`src/rtl/tx_packet_ctrl_if.sv`:
```
`default_nettype none
// +----------------------------------------------------------------------------+
// | tx_packet_ctrl_if : controller <-> byte stage / TX FIFO / host signals     |
// | Rev 1.0                                                                    |
// +----------------------------------------------------------------------------+
interface tx_packet_ctrl_if;
  logic        tx_start;
  logic [3:0]  tx_pid;
  logic        tx_has_data;
  logic [6:0]  tx_len;
  logic        fifo_empty;
  logic [7:0]  FIFO_byte;
  logic        Load_Byte;
  logic        fifo_read;
  logic [7:0]  FSM_byte;
  logic [1:0]  select;
  logic [15:0] CRC_Bytes;
  logic        load_en;
  logic        Tim_rst;
  logic        Tim_en;
  logic        idle;
  logic        eop;
  logic        eop_new_bit;
  logic        busy;
  logic        tx_done;
  logic        tx_err;

  modport master (
    input  tx_start, tx_pid, tx_has_data, tx_len, fifo_empty, FIFO_byte, Load_Byte,
    output fifo_read, FSM_byte, select, CRC_Bytes, load_en, Tim_rst, Tim_en,
           idle, eop, eop_new_bit, busy, tx_done, tx_err
  );

  modport slave (
    output tx_start, tx_pid, tx_has_data, tx_len, fifo_empty, FIFO_byte, Load_Byte,
    input  fifo_read, FSM_byte, select, CRC_Bytes, load_en, Tim_rst, Tim_en,
           idle, eop, eop_new_bit, busy, tx_done, tx_err
  );
endinterface
`default_nettype wire

```
`src/rtl/tx_packet_ctrl.sv`:
```
`default_nettype none
// +----------------------------------------------------------------------------+
// | tx_packet_ctrl : USB FS packet sequencer (SYNC, PID, payload, CRC16, EOP)  |
// | Rev 1.0                                                                    |
// +----------------------------------------------------------------------------+
module tx_packet_ctrl #(
  parameter int CLKS_PER_BIT = 8,
  parameter int MAX_LEN      = 64
) (
  input  logic             clk,
  input  logic             n_rst,
  tx_packet_ctrl_if.master pkt_io
);

  localparam int               TMR_W      = $clog2(2 * CLKS_PER_BIT) + 1;
  localparam logic [TMR_W-1:0] C_EOP_LAST = TMR_W'(2 * CLKS_PER_BIT - 1);
  localparam logic [TMR_W-1:0] C_BIT_LAST = TMR_W'(CLKS_PER_BIT - 1);
  localparam logic [TMR_W-1:0] C_BIT_TWO  = TMR_W'(CLKS_PER_BIT);
  localparam logic [6:0]       C_MAX_LEN  = 7'(MAX_LEN);

  localparam logic [2:0] S_IDLE   = 3'd0;
  localparam logic [2:0] S_SYNC   = 3'd1;
  localparam logic [2:0] S_DATA   = 3'd2;
  localparam logic [2:0] S_CRC    = 3'd3;
  localparam logic [2:0] S_CRC_HI = 3'd4;
  localparam logic [2:0] S_LAST   = 3'd5;
  localparam logic [2:0] S_EOP    = 3'd6;
  localparam logic [2:0] S_J      = 3'd7;

  logic [2:0]       state_q, state_d;
  logic [3:0]       pid_q, pid_d;
  logic             has_data_q, has_data_d;
  logic [6:0]       len_q, len_d;
  logic [6:0]       cnt_q, cnt_d;
  logic [15:0]      crc_q, crc_d;
  logic [TMR_W-1:0] tmr_q, tmr_d;
  logic [6:0]       cnt_inc;
  logic [7:0]       pid_byte;

  // Reflected form of poly 0x8005, data consumed LSB first.
  function automatic logic [15:0] crc16_upd(input logic [15:0] c, input logic [7:0] d);
    logic [15:0] r;
    r = c;
    for (int i = 0; i < 8; i++) begin
      if (r[0] ^ d[i]) r = (r >> 1) ^ 16'hA001;
      else             r = r >> 1;
    end
    return r;
  endfunction

  assign cnt_inc  = cnt_q + 7'd1;
  assign pid_byte = {~pid_q, pid_q};

  always_ff @(posedge clk or negedge n_rst) begin
    if (!n_rst) begin
      state_q    <= S_IDLE;
      pid_q      <= 4'h0;
      has_data_q <= 1'b0;
      len_q      <= 7'd0;
      cnt_q      <= 7'd0;
      crc_q      <= 16'hFFFF;
      tmr_q      <= '0;
    end else begin
      state_q    <= state_d;
      pid_q      <= pid_d;
      has_data_q <= has_data_d;
      len_q      <= len_d;
      cnt_q      <= cnt_d;
      crc_q      <= crc_d;
      tmr_q      <= tmr_d;
    end
  end

  always_comb begin
    state_d    = state_q;
    pid_d      = pid_q;
    has_data_d = has_data_q;
    len_d      = len_q;
    cnt_d      = cnt_q;
    crc_d      = crc_q;
    tmr_d      = '0;
    case (state_q)
      S_IDLE: if (pkt_io.tx_start) begin
        pid_d      = pkt_io.tx_pid;
        has_data_d = pkt_io.tx_has_data;
        len_d      = (pkt_io.tx_len > C_MAX_LEN) ? C_MAX_LEN : pkt_io.tx_len;
        cnt_d      = 7'd0;
        crc_d      = 16'hFFFF;
        state_d    = S_SYNC;
      end
      S_SYNC: if (pkt_io.Load_Byte) begin
        if (!has_data_q)        state_d = S_LAST;
        else if (len_q == 7'd0) state_d = S_CRC;
        else                    state_d = S_DATA;
      end
      // An empty FIFO on a byte boundary aborts straight into EOP.
      S_DATA: if (pkt_io.Load_Byte) begin
        if (pkt_io.fifo_empty) begin
          state_d = S_EOP;
        end else begin
          crc_d = crc16_upd(crc_q, pkt_io.FIFO_byte);
          cnt_d = cnt_inc;
          if (cnt_inc == len_q) state_d = S_CRC;
        end
      end
      S_CRC:    if (pkt_io.Load_Byte) state_d = S_CRC_HI;
      S_CRC_HI: if (pkt_io.Load_Byte) state_d = S_LAST;
      S_LAST:   if (pkt_io.Load_Byte) state_d = S_EOP;
      S_EOP: begin
        if (tmr_q == C_EOP_LAST) state_d = S_J;
        else                     tmr_d   = tmr_q + 1'b1;
      end
      S_J: begin
        if (tmr_q == C_BIT_LAST) state_d = S_IDLE;
        else                     tmr_d   = tmr_q + 1'b1;
      end
      default: state_d = S_IDLE;
    endcase
  end

  always_comb begin
    pkt_io.fifo_read   = 1'b0;
    pkt_io.FSM_byte    = 8'h00;
    pkt_io.select      = 2'd1;
    pkt_io.load_en     = 1'b0;
    pkt_io.Tim_rst     = 1'b0;
    pkt_io.Tim_en      = 1'b0;
    pkt_io.idle        = 1'b0;
    pkt_io.eop         = 1'b0;
    pkt_io.eop_new_bit = 1'b0;
    pkt_io.busy        = 1'b1;
    pkt_io.tx_done     = 1'b0;
    pkt_io.tx_err      = 1'b0;
    pkt_io.CRC_Bytes   = ~crc_q;
    case (state_q)
      S_IDLE: begin
        pkt_io.busy = pkt_io.tx_start;
        pkt_io.idle = ~pkt_io.tx_start;
        if (pkt_io.tx_start) begin
          pkt_io.FSM_byte = 8'h80;
          pkt_io.load_en  = 1'b1;
          pkt_io.Tim_rst  = 1'b1;
        end
      end
      S_SYNC, S_LAST: begin
        pkt_io.Tim_en   = 1'b1;
        pkt_io.FSM_byte = pid_byte;
      end
      S_DATA: begin
        pkt_io.Tim_en    = 1'b1;
        pkt_io.select    = 2'd0;
        pkt_io.FSM_byte  = pid_byte;
        pkt_io.fifo_read = pkt_io.Load_Byte & ~pkt_io.fifo_empty;
        pkt_io.tx_err    = pkt_io.Load_Byte &  pkt_io.fifo_empty;
      end
      S_CRC: begin
        pkt_io.Tim_en = 1'b1;
        pkt_io.select = 2'd2;
      end
      S_CRC_HI: begin
        pkt_io.Tim_en = 1'b1;
        pkt_io.select = 2'd3;
      end
      S_EOP: begin
        pkt_io.eop         = 1'b1;
        pkt_io.eop_new_bit = (tmr_q == '0) || (tmr_q == C_BIT_TWO);
      end
      S_J: begin
        pkt_io.idle        = 1'b1;
        pkt_io.eop_new_bit = (tmr_q == '0);
        pkt_io.tx_done     = (tmr_q == C_BIT_LAST);
      end
      default: begin
        pkt_io.busy = 1'b0;
        pkt_io.idle = 1'b1;
      end
    endcase
  end

endmodule
`default_nettype wire
```
`src/flat_wrapper.sv`:
```
// flat-port wrapper written by rule: the top's interface ports become plain ports
module tx_packet_ctrl_flat 
#(
  parameter int CLKS_PER_BIT = 8,
  parameter int MAX_LEN      = 64
)
  (clk, n_rst, pkt_io_tx_start, pkt_io_tx_pid, pkt_io_tx_has_data, pkt_io_tx_len, pkt_io_fifo_empty, pkt_io_FIFO_byte, pkt_io_Load_Byte, pkt_io_fifo_read, pkt_io_FSM_byte, pkt_io_select, pkt_io_CRC_Bytes, pkt_io_load_en, pkt_io_Tim_rst, pkt_io_Tim_en, pkt_io_idle, pkt_io_eop, pkt_io_eop_new_bit, pkt_io_busy, pkt_io_tx_done, pkt_io_tx_err);
  tx_packet_ctrl_if pkt_io_i ();
  input  logic clk;
  input  logic n_rst;
  input wire logic [$bits(pkt_io_i.tx_start)-1:0] pkt_io_tx_start;
  input wire logic [$bits(pkt_io_i.tx_pid)-1:0] pkt_io_tx_pid;
  input wire logic [$bits(pkt_io_i.tx_has_data)-1:0] pkt_io_tx_has_data;
  input wire logic [$bits(pkt_io_i.tx_len)-1:0] pkt_io_tx_len;
  input wire logic [$bits(pkt_io_i.fifo_empty)-1:0] pkt_io_fifo_empty;
  input wire logic [$bits(pkt_io_i.FIFO_byte)-1:0] pkt_io_FIFO_byte;
  input wire logic [$bits(pkt_io_i.Load_Byte)-1:0] pkt_io_Load_Byte;
  output wire logic [$bits(pkt_io_i.fifo_read)-1:0] pkt_io_fifo_read;
  output wire logic [$bits(pkt_io_i.FSM_byte)-1:0] pkt_io_FSM_byte;
  output wire logic [$bits(pkt_io_i.select)-1:0] pkt_io_select;
  output wire logic [$bits(pkt_io_i.CRC_Bytes)-1:0] pkt_io_CRC_Bytes;
  output wire logic [$bits(pkt_io_i.load_en)-1:0] pkt_io_load_en;
  output wire logic [$bits(pkt_io_i.Tim_rst)-1:0] pkt_io_Tim_rst;
  output wire logic [$bits(pkt_io_i.Tim_en)-1:0] pkt_io_Tim_en;
  output wire logic [$bits(pkt_io_i.idle)-1:0] pkt_io_idle;
  output wire logic [$bits(pkt_io_i.eop)-1:0] pkt_io_eop;
  output wire logic [$bits(pkt_io_i.eop_new_bit)-1:0] pkt_io_eop_new_bit;
  output wire logic [$bits(pkt_io_i.busy)-1:0] pkt_io_busy;
  output wire logic [$bits(pkt_io_i.tx_done)-1:0] pkt_io_tx_done;
  output wire logic [$bits(pkt_io_i.tx_err)-1:0] pkt_io_tx_err;
  assign pkt_io_i.tx_start = pkt_io_tx_start;
  assign pkt_io_i.tx_pid = pkt_io_tx_pid;
  assign pkt_io_i.tx_has_data = pkt_io_tx_has_data;
  assign pkt_io_i.tx_len = pkt_io_tx_len;
  assign pkt_io_i.fifo_empty = pkt_io_fifo_empty;
  assign pkt_io_i.FIFO_byte = pkt_io_FIFO_byte;
  assign pkt_io_i.Load_Byte = pkt_io_Load_Byte;
  assign pkt_io_fifo_read = pkt_io_i.fifo_read;
  assign pkt_io_FSM_byte = pkt_io_i.FSM_byte;
  assign pkt_io_select = pkt_io_i.select;
  assign pkt_io_CRC_Bytes = pkt_io_i.CRC_Bytes;
  assign pkt_io_load_en = pkt_io_i.load_en;
  assign pkt_io_Tim_rst = pkt_io_i.Tim_rst;
  assign pkt_io_Tim_en = pkt_io_i.Tim_en;
  assign pkt_io_idle = pkt_io_i.idle;
  assign pkt_io_eop = pkt_io_i.eop;
  assign pkt_io_eop_new_bit = pkt_io_i.eop_new_bit;
  assign pkt_io_busy = pkt_io_i.busy;
  assign pkt_io_tx_done = pkt_io_i.tx_done;
  assign pkt_io_tx_err = pkt_io_i.tx_err;
  tx_packet_ctrl #(.CLKS_PER_BIT(CLKS_PER_BIT), .MAX_LEN(MAX_LEN)) u_core (.clk(clk), .n_rst(n_rst), .pkt_io(pkt_io_i));
endmodule
```
`config.mk`:
```
export PLATFORM = sky130hd
export DESIGN_NAME = tx_packet_ctrl_flat
export DESIGN_NICKNAME = d
export VERILOG_FILES = /design/src/rtl/tx_packet_ctrl_if.sv /design/src/rtl/tx_packet_ctrl.sv /design/src/flat_wrapper.sv
export SDC_FILE = /design/constraint.sdc
export NUM_CORES = 1
export LEC_CHECK = 0
export CAP_MARGIN = 5
export CORE_MARGIN = 5
export CORE_UTILIZATION = 40
export CTS_BUF_LIST = sky130_fd_sc_hd__clkbuf_4
export DETAILED_ROUTE_END_ITERATION = 8
export PLACE_DENSITY = 0.67
export SYNTH_ARGS = -nofsm -noshare
export SYNTH_HDL_FRONTEND = slang
export SYNTH_SLANG_ARGS = --single-unit
```
`constraint.sdc`:
```
create_clock -name clk -period 4.7 [get_ports clk]
set_input_delay 1.41 -clock clk [delete_from_list [all_inputs] [get_ports clk]]
set_output_delay 1.41 -clock clk [all_outputs]
set_load 0.005 [all_outputs]
```
==> flow_metrics.env, run 1 <==
export IMPL_run_status="completed"
export IMPL_top_level_ports=61
export IMPL_synth_area_leaders="dfrtp_1, dfstp_2, xnor2_1"
export IMPL_async_reset_ff_share_pct=100
export IMPL_postCtsSetupRepairBufs=0
export IMPL_min_period_ps=4380
export IMPL_die_area_um2=8020
export IMPL_ys_ff_latch=43
export IMPL_fmax_mhz=228
export IMPL_grt_pass1_wl_mm=9.95
export IMPL_grt_pass1_vias=2255
export IMPL_drcViolationCount=0
export IMPL_cp_max_fo=9
export IMPL_finalCritPeriodShare_pct=93.2
export IMPL_viasPerCell=5.09
export IMPL_place_area_um2=3200
export IMPL_crit_start="pkt_io_tx_start"
export IMPL_grt_ovfl_total=0
export IMPL_totalWireLength_mm=5.74
export IMPL_n_fill_cell=590
export IMPL_hold_violations=0
export IMPL_synth_cell_types=41
export IMPL_final_common_cell="clkdlybuf4s50_1"
export IMPL_n_antenna_cell=0
export IMPL_path_class="primary input to output pin"
export IMPL_cts_buffers=5
export IMPL_synth_edff_count=0
export IMPL_start_util_pct=40.6
export IMPL_die_x_um=89.6
export IMPL_first_pass_iters=5
export IMPL_end_kind="output pin"
export IMPL_ant_nets=0
export IMPL_dominantRegCellSynth="dfrtp_1"
export IMPL_avgRoutedWirePerCell_um=13.5
export IMPL_drt_iter0_markers=103
export IMPL_drv_cap=0
export IMPL_yosys_area_top_type_share_pct=26.7
export IMPL_timing_rr_start="u_core.state_q[0]$_DFFE_PN0P_"
export IMPL_gp_congestion=0.756
export IMPL_clockBufferDepth=2
export IMPL_syn2layout_area_growth_pct=30.7
export IMPL_hold_class="flip-flop to flip-flop"
export IMPL_grtUsageTotal_pct=15.7
export IMPL_portBuffers=60
export IMPL_root_buffer="clkbuf_4"
export IMPL_antenna_found_initial=0
export IMPL_core_um2=6240
export IMPL_peakVddDrop_v=0.000412
export IMPL_ctsResizeCount=0
export IMPL_synth_fp_nets=319
export IMPL_yosys_area_top_type="dfrtp_1"
export IMPL_clkLatencyLatePin_ps=360
export IMPL_drive_gt1_share_pct=10.0
export IMPL_worst_ep_arrival_time_ps=2970
export IMPL_cts_tree="yes"
export IMPL_power_density_nw_per_um2=581
export IMPL_ff2ff_setup_slack_ps=2230
export IMPL_postLayoutCellArea_um2=3310
export IMPL_cp_endpoint="pkt_io_load_en"
export IMPL_grt_max_degree=44
export IMPL_rsz0062_at_grt="false"
export IMPL_tightest_slew_ps=941
export IMPL_synth_cells=289
export IMPL_mostFrequentLayoutCells="clkdlybuf4s50_1, nand2_1, dfrtp_1"
export IMPL_cts_sinks=43
export IMPL_required_ps=3290
export IMPL_hold_buffers=0
export IMPL_clock_skew_ps=12.7
export IMPL_setup_tns_final_ps=0
export IMPL_hpwl_mm=4.20
export IMPL_die_h_um=89.6
export IMPL_synth_avg_cell_area_um2=8.76
export IMPL_leakage_uw=0.00148
export IMPL_ys_warn_count=0
export IMPL_slew_violations=0
export IMPL_ys_seq_area_share_pct=43.3
export IMPL_relSlewSlack_pct=37.3
export IMPL_via_count=2172
export IMPL_netlist_area_um2=2530
export IMPL_htreeDepth=2
export IMPL_clk_pin_slew_ps=120
export IMPL_rows=29
export IMPL_layout_nets=379
export IMPL_reg2regPathDepth=7
export IMPL_r2r_end="u_core.cnt_q[5]$_DFFE_PN0P_"
export IMPL_critPathLaunchType="primary input"
export IMPL_setup_violations_final=0
Yosys cell counts, types with 3 or more instances:
cell type  number
dfstp_2        16
ha_1            5
a21oi_1        16
nand3_1        10
nor2b_1         7
o21ai_0        26
xnor2_1        19
dfrtp_1        27
xor2_1          7
and2_1          4
nand3b_1        6
inv_1          25
nor4_1          3
nor3_1         11
nand2_1        41
buf_2           3
nor2_1         19
o31ai_1         5
clkbuf_1        6
where the power goes:
part	switching [uW]	internal (uW)
sequential	134	534
combinational	390	571
clock	130	165
total	654	1270
worst max-delay path: stages:
cell and delay (ps):
clkdlybuf4s50_1 510, nand3_1 250, clkinv_1 250, clkdlybuf4s50_1 540
per-layer routing:
layer | track usage [%] | part of all wire (%)
met5 | 0 | 0
met4 | 5.28 | 2.3
met1 | 20.7 | 47
met3 | 4.06 | 3.2
met2 | 25.2 | 48
how the worst min path moves through the flow:
stage | startpoint | to | slack, ps | depth (start not counted)
2_1_floorplan | u_core.tmr_q[0]$_DFF_PN0_ | u_core.tmr_q[0]$_DFF_PN0_ | 450 | 1
3_5_place_dp | u_core.pid_q[1]$_DFFE_PN0P_ | u_core.pid_q[1]$_DFFE_PN0P_ | 480 | 2
6_report | u_core.tmr_q[0]$_DFF_PN0_ | u_core.tmr_q[0]$_DFF_PN0_ | 500 | 1
3_3_place_gp | u_core.tmr_q[0]$_DFF_PN0_ | u_core.tmr_q[0]$_DFF_PN0_ | 480 | 1
5_1_grt | u_core.pid_q[2]$_DFFE_PN0P_ | u_core.pid_q[2]$_DFFE_PN0P_ | 540 | 2
4_1_cts | u_core.tmr_q[0]$_DFF_PN0_ | u_core.tmr_q[0]$_DFF_PN0_ | 510 | 1
registers in the layout (all words and copies together), names as in the netlist:
register,count
u_core.tmr_q,5
u_core.has_data_q,1
u_core.crc_q,16
u_core.len_q,7
u_core.pid_q,4
u_core.state_q,3
u_core.cnt_q,7
layout make-up:
cell class	instances	area, um2	area share, %
clock buffers	5	37.5	1.13
flip-flops and latches	43	1100	33.1
well taps	77	96.3	2.91
multi-input cells	208	1280	38.7
repair buffers	65	633	19.1
clock inverters	3	67.6	2.04
inverters	26	97.6	2.95
stage by stage:
| step | power, uW | std cells | hold slack (ps) | worst slack (ps) | utilization, % |
|---|---|---|---|---|---|
| after global routing | 2080 | 427 | 537 | 244 | 53.0 |
| after detailed placement | 1640 | 419 | 482 | 328 | 51.3 |
| after CTS | 1950 | 427 | 508 | 313 | 53.0 |
| after global placement | 1620 | 419 | 478 | 381 | 51.3 |
| after floorplan | 1270 | 289 | 450 | 1080 | - |
| final | 1920 | 427 | 504 | 321 | 53.0 |
kinds of logic (layout without fill, tap and decap cells):
| group | Yosys count | count (layout) | share of synthesized area [%] |
|---|---|---|---|
| xor+xnor | 30 | 30 | 12.2 |
| mux | 2 | 2 | 0.791 |
| flops | 43 | 43 | 43.3 |
| fa+ha+maj | 5 | 5 | 2.47 |
| simple gates | 114 | 114 | 22.2 |
| buf+inv | 38 | 99 | 6.08 |
| compound gates | 57 | 57 | 13.0 |
Power figures use the tool's default switching activity.
==> inputs of run 2 (changes only) <==
--- a/config.mk
+++ b/config.mk
@@ -9,8 +9,11 @@
 export CORE_MARGIN = 5
 export CORE_UTILIZATION = 40
 export CTS_BUF_LIST = sky130_fd_sc_hd__clkbuf_4
+export CTS_CLUSTER_DIAMETER = 100
 export DETAILED_ROUTE_END_ITERATION = 8
+export HOLD_SLACK_MARGIN = 0.02
 export PLACE_DENSITY = 0.67
+export SLEW_MARGIN = 10
 export SYNTH_ARGS = -nofsm -noshare
 export SYNTH_HDL_FRONTEND = slang
 export SYNTH_SLANG_ARGS = --single-unit
==> results of run 2 <==
Same layout as run 1: the final DEF is identical, and so are final timing and power.
==> inputs of run 3 (changes only) <==
--- a/config.mk
+++ b/config.mk
@@ -12,7 +12,7 @@
 export CTS_CLUSTER_DIAMETER = 100
 export DETAILED_ROUTE_END_ITERATION = 8
 export HOLD_SLACK_MARGIN = 0.02
-export PLACE_DENSITY = 0.67
+export PLACE_DENSITY = 0.68
 export SLEW_MARGIN = 10
 export SYNTH_ARGS = -nofsm -noshare
 export SYNTH_HDL_FRONTEND = slang
==> run 3 against run 2 <==
Compared with the run above:
- via count rose by 0.69%
- final cell count did not move
- highest routed layer unchanged
- non-clock buffer count did not move
- combinational power barely moved
- count of clock-buffer cells in the layout did not move
- largest cell class unchanged
- largest power group unchanged
- setup slack improved by 110 ps
- register-to-register slack improved by 140 ps
- sequential share of layout area rose by 0.24 points
- routed wire length rose by 1.6%
- critical path depth did not move
- worst hold slack got worse by 13 ps
==> flow_metrics.env, run 3 (synthesized netlist as in run 1, its figures left out) <==
export IMPL_run_status="completed"
export IMPL_hold_violations=0
export IMPL_largest_register="u_core.crc_q"
export IMPL_cp_common_cell="clkdlybuf4s50_1"
export IMPL_reg2regPathDepth=7
export IMPL_n_fill_cell=617
export IMPL_syn2layout_area_growth_pct=29.8
export IMPL_hold_class="flip-flop to flip-flop"
export IMPL_htreeDepth=2
export IMPL_die_x_um=89.6
export IMPL_top_level_ports=61
export IMPL_tightest_slew_ps=944
export IMPL_setup_violations_final=0
export IMPL_antenna_found_initial=0
export IMPL_hpwl_mm=4.31
export IMPL_peakVddDrop_v=0.000409
export IMPL_clock_skew_ps=9.74
export IMPL_min_period_ps=4270
export IMPL_postCtsSetupRepairBufs=0
export IMPL_totalWireLength_mm=5.83
export IMPL_cts_buffers=5
export IMPL_largest_reg_flops=16
export IMPL_critPathSlowestCell="clkdlybuf4s50_1"
export IMPL_clk_pin_slew_ps=120
export IMPL_drcViolationCount=0
export IMPL_layout_nets=379
export IMPL_grt_pass1_vias=2177
export IMPL_reg_top3="u_core.crc_q: 16 flops, u_core.cnt_q: 7 flops, u_core.len_q: 7 flops"
export IMPL_path_class="primary input to output pin"
export IMPL_critPathLaunchType="primary input"
export IMPL_mostFrequentLayoutCells="clkdlybuf4s50_1, nand2_1, dfrtp_1"
export IMPL_grtUsageTotal_pct=15.9
export IMPL_die_h_um=89.6
export IMPL_rows=29
export IMPL_grt_max_degree=44
export IMPL_final_common_cell="clkdlybuf4s50_1"
export IMPL_fin_ws_ps=432
export IMPL_portBuffers=60
export IMPL_pre_cts_ws_ps=421
export IMPL_viasPerCell=5.12
export IMPL_rsz0062_at_grt="false"
export IMPL_leakage_uw=0.00148
export IMPL_root_buffer="clkbuf_4"
export IMPL_start_util_pct=40.6
export IMPL_worst_ep_arrival_time_ps=2860
export IMPL_max_stage_delay_ps=520
export IMPL_drive_gt1_share_pct=10.0
export IMPL_relSlewSlack_pct=37.1
export IMPL_path_cells="clkdlybuf4s50_1, nand4b_1, inv_1, clkdlybuf4s50_1"
export IMPL_crit_start="pkt_io_fifo_empty"
export IMPL_first_pass_iters=4
export IMPL_gp_congestion=0.818
export IMPL_required_ps=3290
export IMPL_avgRoutedWirePerCell_um=13.7
export IMPL_grt_ovfl_total=0
export IMPL_grt_pass1_wl_mm=9.92
export IMPL_finalCritPeriodShare_pct=90.8
export IMPL_cp_max_fo=5
export IMPL_cts_sinks=43
export IMPL_power_density_nw_per_um2=568
export IMPL_via_count=2187
export IMPL_hold_depth=1
export IMPL_drv_cap=0
export IMPL_ctsResizeCount=0
export IMPL_timing_rr_start="u_core.state_q[0]$_DFFE_PN0P_"
export IMPL_ant_nets=0
export IMPL_slew_violations=0
export IMPL_die_area_um2=8020
export IMPL_hold_buffers=0
export IMPL_n_antenna_cell=0
export IMPL_core_um2=6240
export IMPL_fmax_mhz=234
export IMPL_clkLatencyLatePin_ps=360
export IMPL_cts_tree="yes"
export IMPL_end_kind="output pin"
export IMPL_clockBufferDepth=2
export IMPL_drt_iter0_markers=130
export IMPL_setup_tns_final_ps=0
export IMPL_min_from="u_core.tmr_q[0]$_DFF_PN0_"
[run 3: cell count changes in the layout (fill, tap and decap cells not counted)]
cell        delta
bufinv_16      -1
clkinv_4       +1
clkinv_2       +1
clkinvlp_4     -1
[run 3: layout make-up]
class / count / area (um2) / share of cell area (%)
clock buffers: 5 / 37.5 / 1.14
clock inverters: 3 / 43.8 / 1.33
inverters: 26 / 97.6 / 2.97
multi-input cells: 208 / 1280 / 39.0
flip-flops and latches: 43 / 1100 / 33.4
well taps: 77 / 96.3 / 2.93
repair buffers: 65 / 633 / 19.3
[run 3: worst max-delay path: cells and delay by family]
family,cells,cell delay [ps]
buffers and inverters,3,1160
AND/OR/NAND/NOR,1,290
[run 3: path summary, 6_finish.rpt]
| check | to | slack, ps |
|---|---|---|
| max | pkt_io_fifo_read | 430 |
| max reg2reg | u_core.cnt_q[5]$_DFFE_PN0P_ | 2370 |
| min reg2reg | u_core.tmr_q[0]$_DFF_PN0_ | 490 |
| min | u_core.tmr_q[0]$_DFF_PN0_ | 490 |
| min in group asynchronous | u_core.cnt_q[1]$_DFFE_PN0P_ | 1180 |
| max in group asynchronous | u_core.cnt_q[4]$_DFFE_PN0P_ | 2940 |
[run 3: per-layer routing]
layer	up-vias	wire length, um	global-route usage [%]
li1	1091	-	-
met1	1040	2630	20.4
met2	47	2790	25.9
met3	9	278	3.96
met5	-	0	0
met4	0	136	6.09
[run 3: power breakdown]
part | total [uW] | leakage [uW] | internal [uW] | switching (uW)
Clock | 239 | 0.0000452 | 112 | 127
Sequential | 668 | 0.000529 | 534 | 134
Combinational | 960 | 0.000903 | 572 | 388
[run 3: through the flow]
| stage | instances | hold WS, ps | power, uW | cell area, um2 | util [%] |
|---|---|---|---|---|---|
| floorplan | 289 | 450 | 1270 | 2530 | - |
| CTS | 427 | 494 | 1890 | 3290 | 52.6 |
| global placement | 419 | 476 | 1630 | 3200 | 51.3 |
| global route | 427 | 529 | 2020 | 3290 | 52.6 |
| detailed placement | 419 | 476 | 1640 | 3200 | 51.3 |
| finish | 427 | 491 | 1870 | 3290 | 52.6 |
